===== src/rtl/mul_norm_lzc_pipe.sv =====
// Two-stage normalisation control: S1 counts leading zeros of the raw product,
// S2 clamps the shift against the denormal floor and forms the adjusted exponent.
module mul_norm_lzc_pipe #(
  parameter  int WIDTH  = 48,
  parameter  int EWIDTH = 10,
  localparam int AWIDTH = $clog2(WIDTH)
) (
  input  logic              clk,
  input  logic              rst,
  input  logic              in_valid,
  output logic              in_ready,
  input  logic [WIDTH-1:0]  in_data,
  input  logic [EWIDTH-1:0] in_exp,
  output logic              out_valid,
  input  logic              out_ready,
  output logic [WIDTH-1:0]  out_data,
  output logic [AWIDTH-1:0] out_shift,
  output logic [EWIDTH-1:0] out_exp,
  output logic              out_zero
);

  localparam int LWIDTH = AWIDTH + 1;
  localparam int CWIDTH = (EWIDTH > LWIDTH) ? EWIDTH : LWIDTH;

  logic              s1_valid_q;
  logic [WIDTH-1:0]  s1_data_q;
  logic [EWIDTH-1:0] s1_exp_q;
  logic [LWIDTH-1:0] s1_lzc_q;
  logic [LWIDTH-1:0] lzc_d;

  logic              s2_valid_q;
  logic [WIDTH-1:0]  s2_data_q;
  logic [AWIDTH-1:0] s2_shift_q;
  logic [EWIDTH-1:0] s2_exp_q;
  logic              s2_zero_q;
  logic [AWIDTH-1:0] shift_d;
  logic [EWIDTH-1:0] exp_d;
  logic              zero_d;

  logic s1_adv;
  logic s2_adv;

  assign s2_adv   = !s2_valid_q || out_ready;
  assign s1_adv   = !s1_valid_q || s2_adv;
  assign in_ready = s1_adv;

  assign out_valid = s2_valid_q;
  assign out_data  = s2_data_q;
  assign out_shift = s2_shift_q;
  assign out_exp   = s2_exp_q;
  assign out_zero  = s2_zero_q;

  // Ascending scan: the highest set bit is the last to write, so it wins.
  always_comb begin
    lzc_d = LWIDTH'(WIDTH);
    for (int unsigned i = 0; i < WIDTH; i++) begin
      if (in_data[i]) lzc_d = LWIDTH'(WIDTH - 1 - i);
    end
  end

  always_comb begin
    zero_d  = (s1_lzc_q == LWIDTH'(WIDTH));
    shift_d = '0;
    exp_d   = '0;
    if (!zero_d) begin
      if (CWIDTH'(s1_lzc_q) < CWIDTH'(s1_exp_q)) begin
        shift_d = AWIDTH'(s1_lzc_q);
        exp_d   = s1_exp_q - EWIDTH'(s1_lzc_q);
      end else if (s1_exp_q != '0) begin
        // Here exp <= lzc <= WIDTH-1, so exp-1 always fits the shift field.
        shift_d = AWIDTH'(s1_exp_q - EWIDTH'(1));
      end
    end
  end

  always_ff @(posedge clk or posedge rst) begin
    if (rst) begin
      s1_valid_q <= 1'b0;
      s1_data_q  <= '0;
      s1_exp_q   <= '0;
      s1_lzc_q   <= '0;
    end else if (s1_adv) begin
      s1_valid_q <= in_valid;
      if (in_valid) begin
        s1_data_q <= in_data;
        s1_exp_q  <= in_exp;
        s1_lzc_q  <= lzc_d;
      end
    end
  end

  always_ff @(posedge clk or posedge rst) begin
    if (rst) begin
      s2_valid_q <= 1'b0;
      s2_data_q  <= '0;
      s2_shift_q <= '0;
      s2_exp_q   <= '0;
      s2_zero_q  <= 1'b0;
    end else if (s2_adv) begin
      s2_valid_q <= s1_valid_q;
      if (s1_valid_q) begin
        s2_data_q  <= s1_data_q;
        s2_shift_q <= shift_d;
        s2_exp_q   <= exp_d;
        s2_zero_q  <= zero_d;
      end
    end
  end

endmodule

===== config.mk =====
export PLATFORM = sky130hd
export DESIGN_NAME = mul_norm_lzc_pipe
export DESIGN_NICKNAME = d
export VERILOG_FILES = /design/src/rtl/mul_norm_lzc_pipe.sv
export SDC_FILE = /design/constraint.sdc
export NUM_CORES = 1
export LEC_CHECK = 0
export ABC_AREA = 1
export CAP_MARGIN = 10
export CORE_AREA = 2 2 128 142
export CTS_BUF_LIST = sky130_fd_sc_hd__clkbuf_2
export DETAILED_ROUTE_END_ITERATION = 16
export DIE_AREA = 0 0 130 144
export SLEW_MARGIN = 5
export SYNTH_ARGS = -nofsm -noshare
export SYNTH_HDL_FRONTEND = slang
export SYNTH_SLANG_ARGS = --single-unit

===== constraint.sdc =====
create_clock -name clk -period 5.9 [get_ports clk]
set_clock_uncertainty 0.1 [all_clocks]
set_input_delay 1.18 -clock clk [delete_from_list [all_inputs] [get_ports clk]]
set_output_delay 1.18 -clock clk [all_outputs]
set_load 0.03 [all_outputs]

* Word level (Yosys, flattened, before mapping) *
Index checks and enable logic that the tools add are counted.

word-level totals
  RAM bits = 0
  latch bits = 0
  output and inout bits = 67
  memories = 0
  logic and storage cells = 73
  register bits after elaboration = 132
  memory bits (read-only) = 0

operators by class
  reduce and logical (&&, ||, !) cells = 7
  divide/modulo/power cells = 0
  bitwise logic cells = 0
  shift operators = 0
  $lt $le $gt $ge = 1
  multiplexer cells = 53
  add/subtract/negate cells = 2
  $mul = 0
  equality and inequality tests = 1

operators with widths
  cell                                               count
  2-to-1 mux 7 bit                                   47
  2-to-1 mux 10 bit                                  2
  2-to-1 mux 6 bit                                   3
  less-than comparator 7 x 10 -> 1 bit               1
  nonzero test 10 bit                                1
  subtractor 10 x 7 -> 10 bit                        1
  == test 7 x 6 -> 1 bit (second input constant)     1
  subtractor 6 x 1 -> 6 bit (second input constant)  1
  2-to-1 mux 5 bit                                   1
  AND reduction 2 bit                                2
  zero test 1 bit                                    2
  logical OR 1 bit                                   2

* Depth between registers and ports, before layout *
  depth in word-level cells = 48
  gate-level depth with buffers = 49
  gate-level depth less buffers = 49

* Worst setup path before layout *
No wires, ideal clock.

  path kind = input to register
  start point = input in_data[1]
  end point = register s1_lzc_q[0]
  setup slack = 2.483 ns
  setup time = 0.117 ns
  arrival = 3.201 ns
  stages = 49
  cells stage by stage = inv_1 nand2_1 nand2_1 nand2_1 nand2_1 nand2_1 nand2_1 nand2_1 nand2_1 nand2_1 nand2_1 nand2_1 nand2_1 nand2_1 nand2_1 nand2_1 nand2_1 nand2_1 [... 13 more ...] nand2_1 nand2_1 nand2_1 nand2_1 nand2_1 nand2_1 nand2_1 nand2_1 nand2_1 nand2_1 nand2_1 nand2_1 nand2_1 nand2_1 nand2_1 nand2_1 nand2_1 nand2_1

on the way
  longest elaborated chain between the ends = 47

RTL lines
  element                         line  text
  start, declared                 12    input logic [WIDTH-1:0] in_data,
  2-to-1 mux 7 bit (47 in a row)  57    if (in_data[i]) lzc_d = LWIDTH'(WIDTH - 1 - i);
  end signal, assigned            87    s1_lzc_q <= lzc_d;
  end, declared                   28    logic [LWIDTH-1:0] s1_lzc_q;

Every way passes these cells.
A chain may end at the register's enable or synchronous reset.

* Worst setup path after layout *
  start point = input out_ready
  end point = output in_ready

on the way
  longest elaborated chain between the ends = 2

RTL lines
  element           line  text
  start, declared   15    input logic out_ready,
  logical OR 1 bit  43    assign s2_adv = !s2_valid_q || out_ready;
  logical OR 1 bit  44    assign s1_adv = !s1_valid_q || s2_adv;
  end, declared     11    output logic in_ready,

Every way passes these cells.

==> run_results.csv <==
group,metric,value,unit
drt,wl_per_cell,13.4,µm
timing,fmax,0.262,GHz
synth,synth_mux_area_share,0,%
die,design.core.area,17400,µm²
power,power_frac_comb,38.8,%
synth,yosysMostFrequentCell,"nand2_1",
drt,wirelength,14500,µm
power,p_sw,1.03,mW
worst_setup_path,crit_required,4620,ps
timing,relSlewSlack,40.9,%
layout,fin_util,43.7,%
placed_design,post-place-ws,1660,ps
global_routing,gr-total-overflow,0,
synth,synth_compound_area_share,8.75,%
cts,cts-resized-gates,0,
power,p_int,1.61,mW
timing,worst_slew_pin_slew,885,ps
hold_path,hold_end,"out_data[6]$_DFFE_PP0P_",
layout,fillers,1792,
placed_design,dp_hpwl,10300,µm
synth,synth_xor_area_share,1.48,%
worst_setup_path,r2r-start,"s1_exp_q[0]$_DFFE_PP0P_",
power,sw_frac_of_total,39.0,%
synth,yosys-top-cells-count,"nand2_1, dfrtp_1, inv_1, nor2_1, o21ai_1",
cts,cts_hold_buffers,0,
synth,syn_area_per_cell,8.37,µm²
drt,via_count,4773,
die,die_h,144,µm
hold_path,min_from,"s1_data_q[6]$_DFFE_PP0P_",
worst_setup_path,r2r-end,"out_shift[2]$_DFFE_PP0P_",
layout,fin_area,7610,µm²
placed_design,dpl_cell_area,7460,µm²
drt,ant_nets,0,
cts,cts_tree,"done",
drt,drc,0,
cts,cts_root_buffer,"clkbuf_2",
timing,finalCritPeriodShare,64.8,%
synth,yosys.area_share.simple,24.2,%
placed_design,io_buffer_count,128,
timing,timing.final.max_slew_violations,0,
cts,clock_sinks,131,
layout,drive_gt1_share,6.26,%
drt,first_pass_iters,4,
worst_setup_path,rrSetupSlack,3320,ps
die,io_pins,129,
global_routing,grt_max_degree,67,
job,drv_cap,0,
power,clkPwrFrac,15.4,%
global_routing,grt_pass1_wl,23700,µm
worst_setup_path,crit_type,"input port to output port",
worst_setup_path,crit_arrival,2540,ps
global_routing,antenna_found_initial,1,
synth,postSynthCellCount,709,
worst_setup_path,r2r_cells,11,
synth,synth_top_family_by_area,"simple AND/OR/NAND/NOR gates",
drt,vias_per_cell,4.40,
worst_setup_path,start_kind,"input port",
worst_setup_path,crit_fanout,3,
die,die_area,18700,µm²
placed_design,gp_congestion,0.856,
synth,async_flop_share,100,%
cts,cts_buffers,17,
cts,clk_path_buf_depth,2,
layout,nets,904,
cts,clk_pin_slew_worst_paths,180,ps
die,rows,51,
synth,synthFlopType,"dfrtp_1",
timing,rsz0062_at_grt,"no",
power,power_leakage,3.76,nW
hold_path,worstHoldPathCells,2,
timing,setup_viol,0,
synth,yosysUniqueCellTypes,35,
cts,worstSkewPairLatency,670,ps
global_routing,grt_pass1_vias,4850,
timing,timing.final.crit_period,3820,ps
synth,synth.area.top_cells,"dfrtp_1, nand2_1, bufinv_8",
synth,ys_ff_latch,131,
timing,tns,0,ps
timing,hold-worst-slack,371,ps
synth,ys_seq_area_share,55.2,%
synth,syn-cell-area,5940,µm²
global_routing,gr-usage-all-layers,16.5,%
layout,area_growth,28.2,%
synth,synth_edf_count,0,
die,die_w,130,µm
die,initial_core_util,34.1,%
synth,synth_fp_nets,779,
power,cellPowerDensity,348,nW/µm²
status,status,"finished clean",
hold_path,hold_class,"register to register",
power,seq_power_share,45.8,%
synth,synth_area_leader_cell,"dfrtp_1",
synth,synthAdderAreaFrac,1.81,%
synth,yosys_warnings,0,
timing,layout_setup_ws,2080,ps
power,ir_worst_vdd,161,µV
worst_setup_path,critPathCaptureType,"output port",
cts,cts_setup_buffers,0,
cts,cts_htree_levels,4,
drt,drt_iter0_markers,240,
timing,hold_viol_final,0,
synth,synth_top_cell_area_share,55.2,%
power groups by stage:
stage	registers [mW]	clock network [mW]	logic, mW
3_5_place_dp	1.23	0	1.04
2_1_floorplan	1.49	0	0.332
3_3_place_gp	1.23	0	1.03
5_1_grt	1.24	0.469	1.12
4_1_cts	1.21	0.434	1.04
6_report	1.21	0.408	1.03
per-layer routing:
layer | vias to the layer above | global-route usage, % | share of wire, %
li1 | 2462 | - | -
met1 | 2198 | 20.9 | 46
met2 | 100 | 27.9 | 49
met3 | 13 | 3.40 | 4.2
met4 | 0 | 5.94 | 1.6
met5 | - | 0 | 0
kinds of logic (layout without fill, tap and decap cells):
family | Yosys count | in the layout
and+or+nand+nor | 373 | 373
AOI/OAI and AO/OA | 92 | 92
DFF | 131 | 131
other | 0 | 1
buffers and inverters | 95 | 233
adders and majority gates | 8 | 8
xor gates and xnor gates | 10 | 10
per-stage QoR:
stage / power (mW) / instances
2_1_floorplan: 1.82 / 709
3_3_place_gp: 2.26 / 1053
3_5_place_dp: 2.27 / 1053
4_1_cts: 2.69 / 1085
5_1_grt: 2.82 / 1086
6_report: 2.65 / 1086
registers in the layout, summed over array words and instances, names as in the netlist:
register and flops:
s1_exp_q 10, s1_valid_q 1, out_zero 1, out_valid 1, s1_data_q 48, out_data 48
out_exp 10, out_shift 6, s1_lzc_q 6
worst max-delay path: stages:
cell,delay (ps)
clkdlybuf4s50_1,460
inv_1,50
nand3_1,150
clkdlybuf4s50_1,710
final cells by class:
cell class              count  area [µm²]  share of cell area [%]
diodes                      1        2.50                  0.0329
clock buffers              21         105                    1.38
clock inverters            11        45.0                   0.592
inverters                  69         413                    5.42
multi-input cells         483        2160                    28.4
flip-flops and latches    131        3280                    43.1
well taps                 238         298                    3.91
repair buffers            132        1310                    17.2
cells in the final DEF, fill, tap and decap left out, types with 2 or more instances in the layout:
master / instances
a211oi_1: 2
a21oi_1: 4
a31oi_1: 2
buf_4: 4
bufinv_8: 11
clkbuf_2: 21
clkdlybuf4s50_1: 128
clkinv_1: 9
clkinv_2: 3
dfrtp_1: 131
ha_1: 7
inv_1: 46
inv_2: 10
nand2_1: 318
nand3_1: 8
nand4_1: 2
nor2_1: 34
nor3_1: 3
nor4_1: 4
o211ai_1: 2
o21a_1: 2
o21ai_0: 32
o21ai_1: 34
o221ai_1: 4
o22ai_1: 3
o31ai_1: 2
xnor2_1: 3
xor2_1: 7
worst max path at each step:
stage | slack [ps] | start | endpoint | cells after the start
6_report | 2080 | out_ready | in_ready | 4
5_1_grt | 1880 | in_data[1] | s1_lzc_q[0]$_DFFE_PP0P_ | 50
4_1_cts | 2070 | out_ready | in_ready | 4
3_5_place_dp | 1660 | in_data[1] | s1_lzc_q[0]$_DFFE_PP0P_ | 50
3_3_place_gp | 1660 | in_data[1] | s1_lzc_q[0]$_DFFE_PP0P_ | 50
2_1_floorplan | 1120 | rst | out_data[0]$_DFFE_PP0P_ | 1
(Power assumes the default switching activity.)
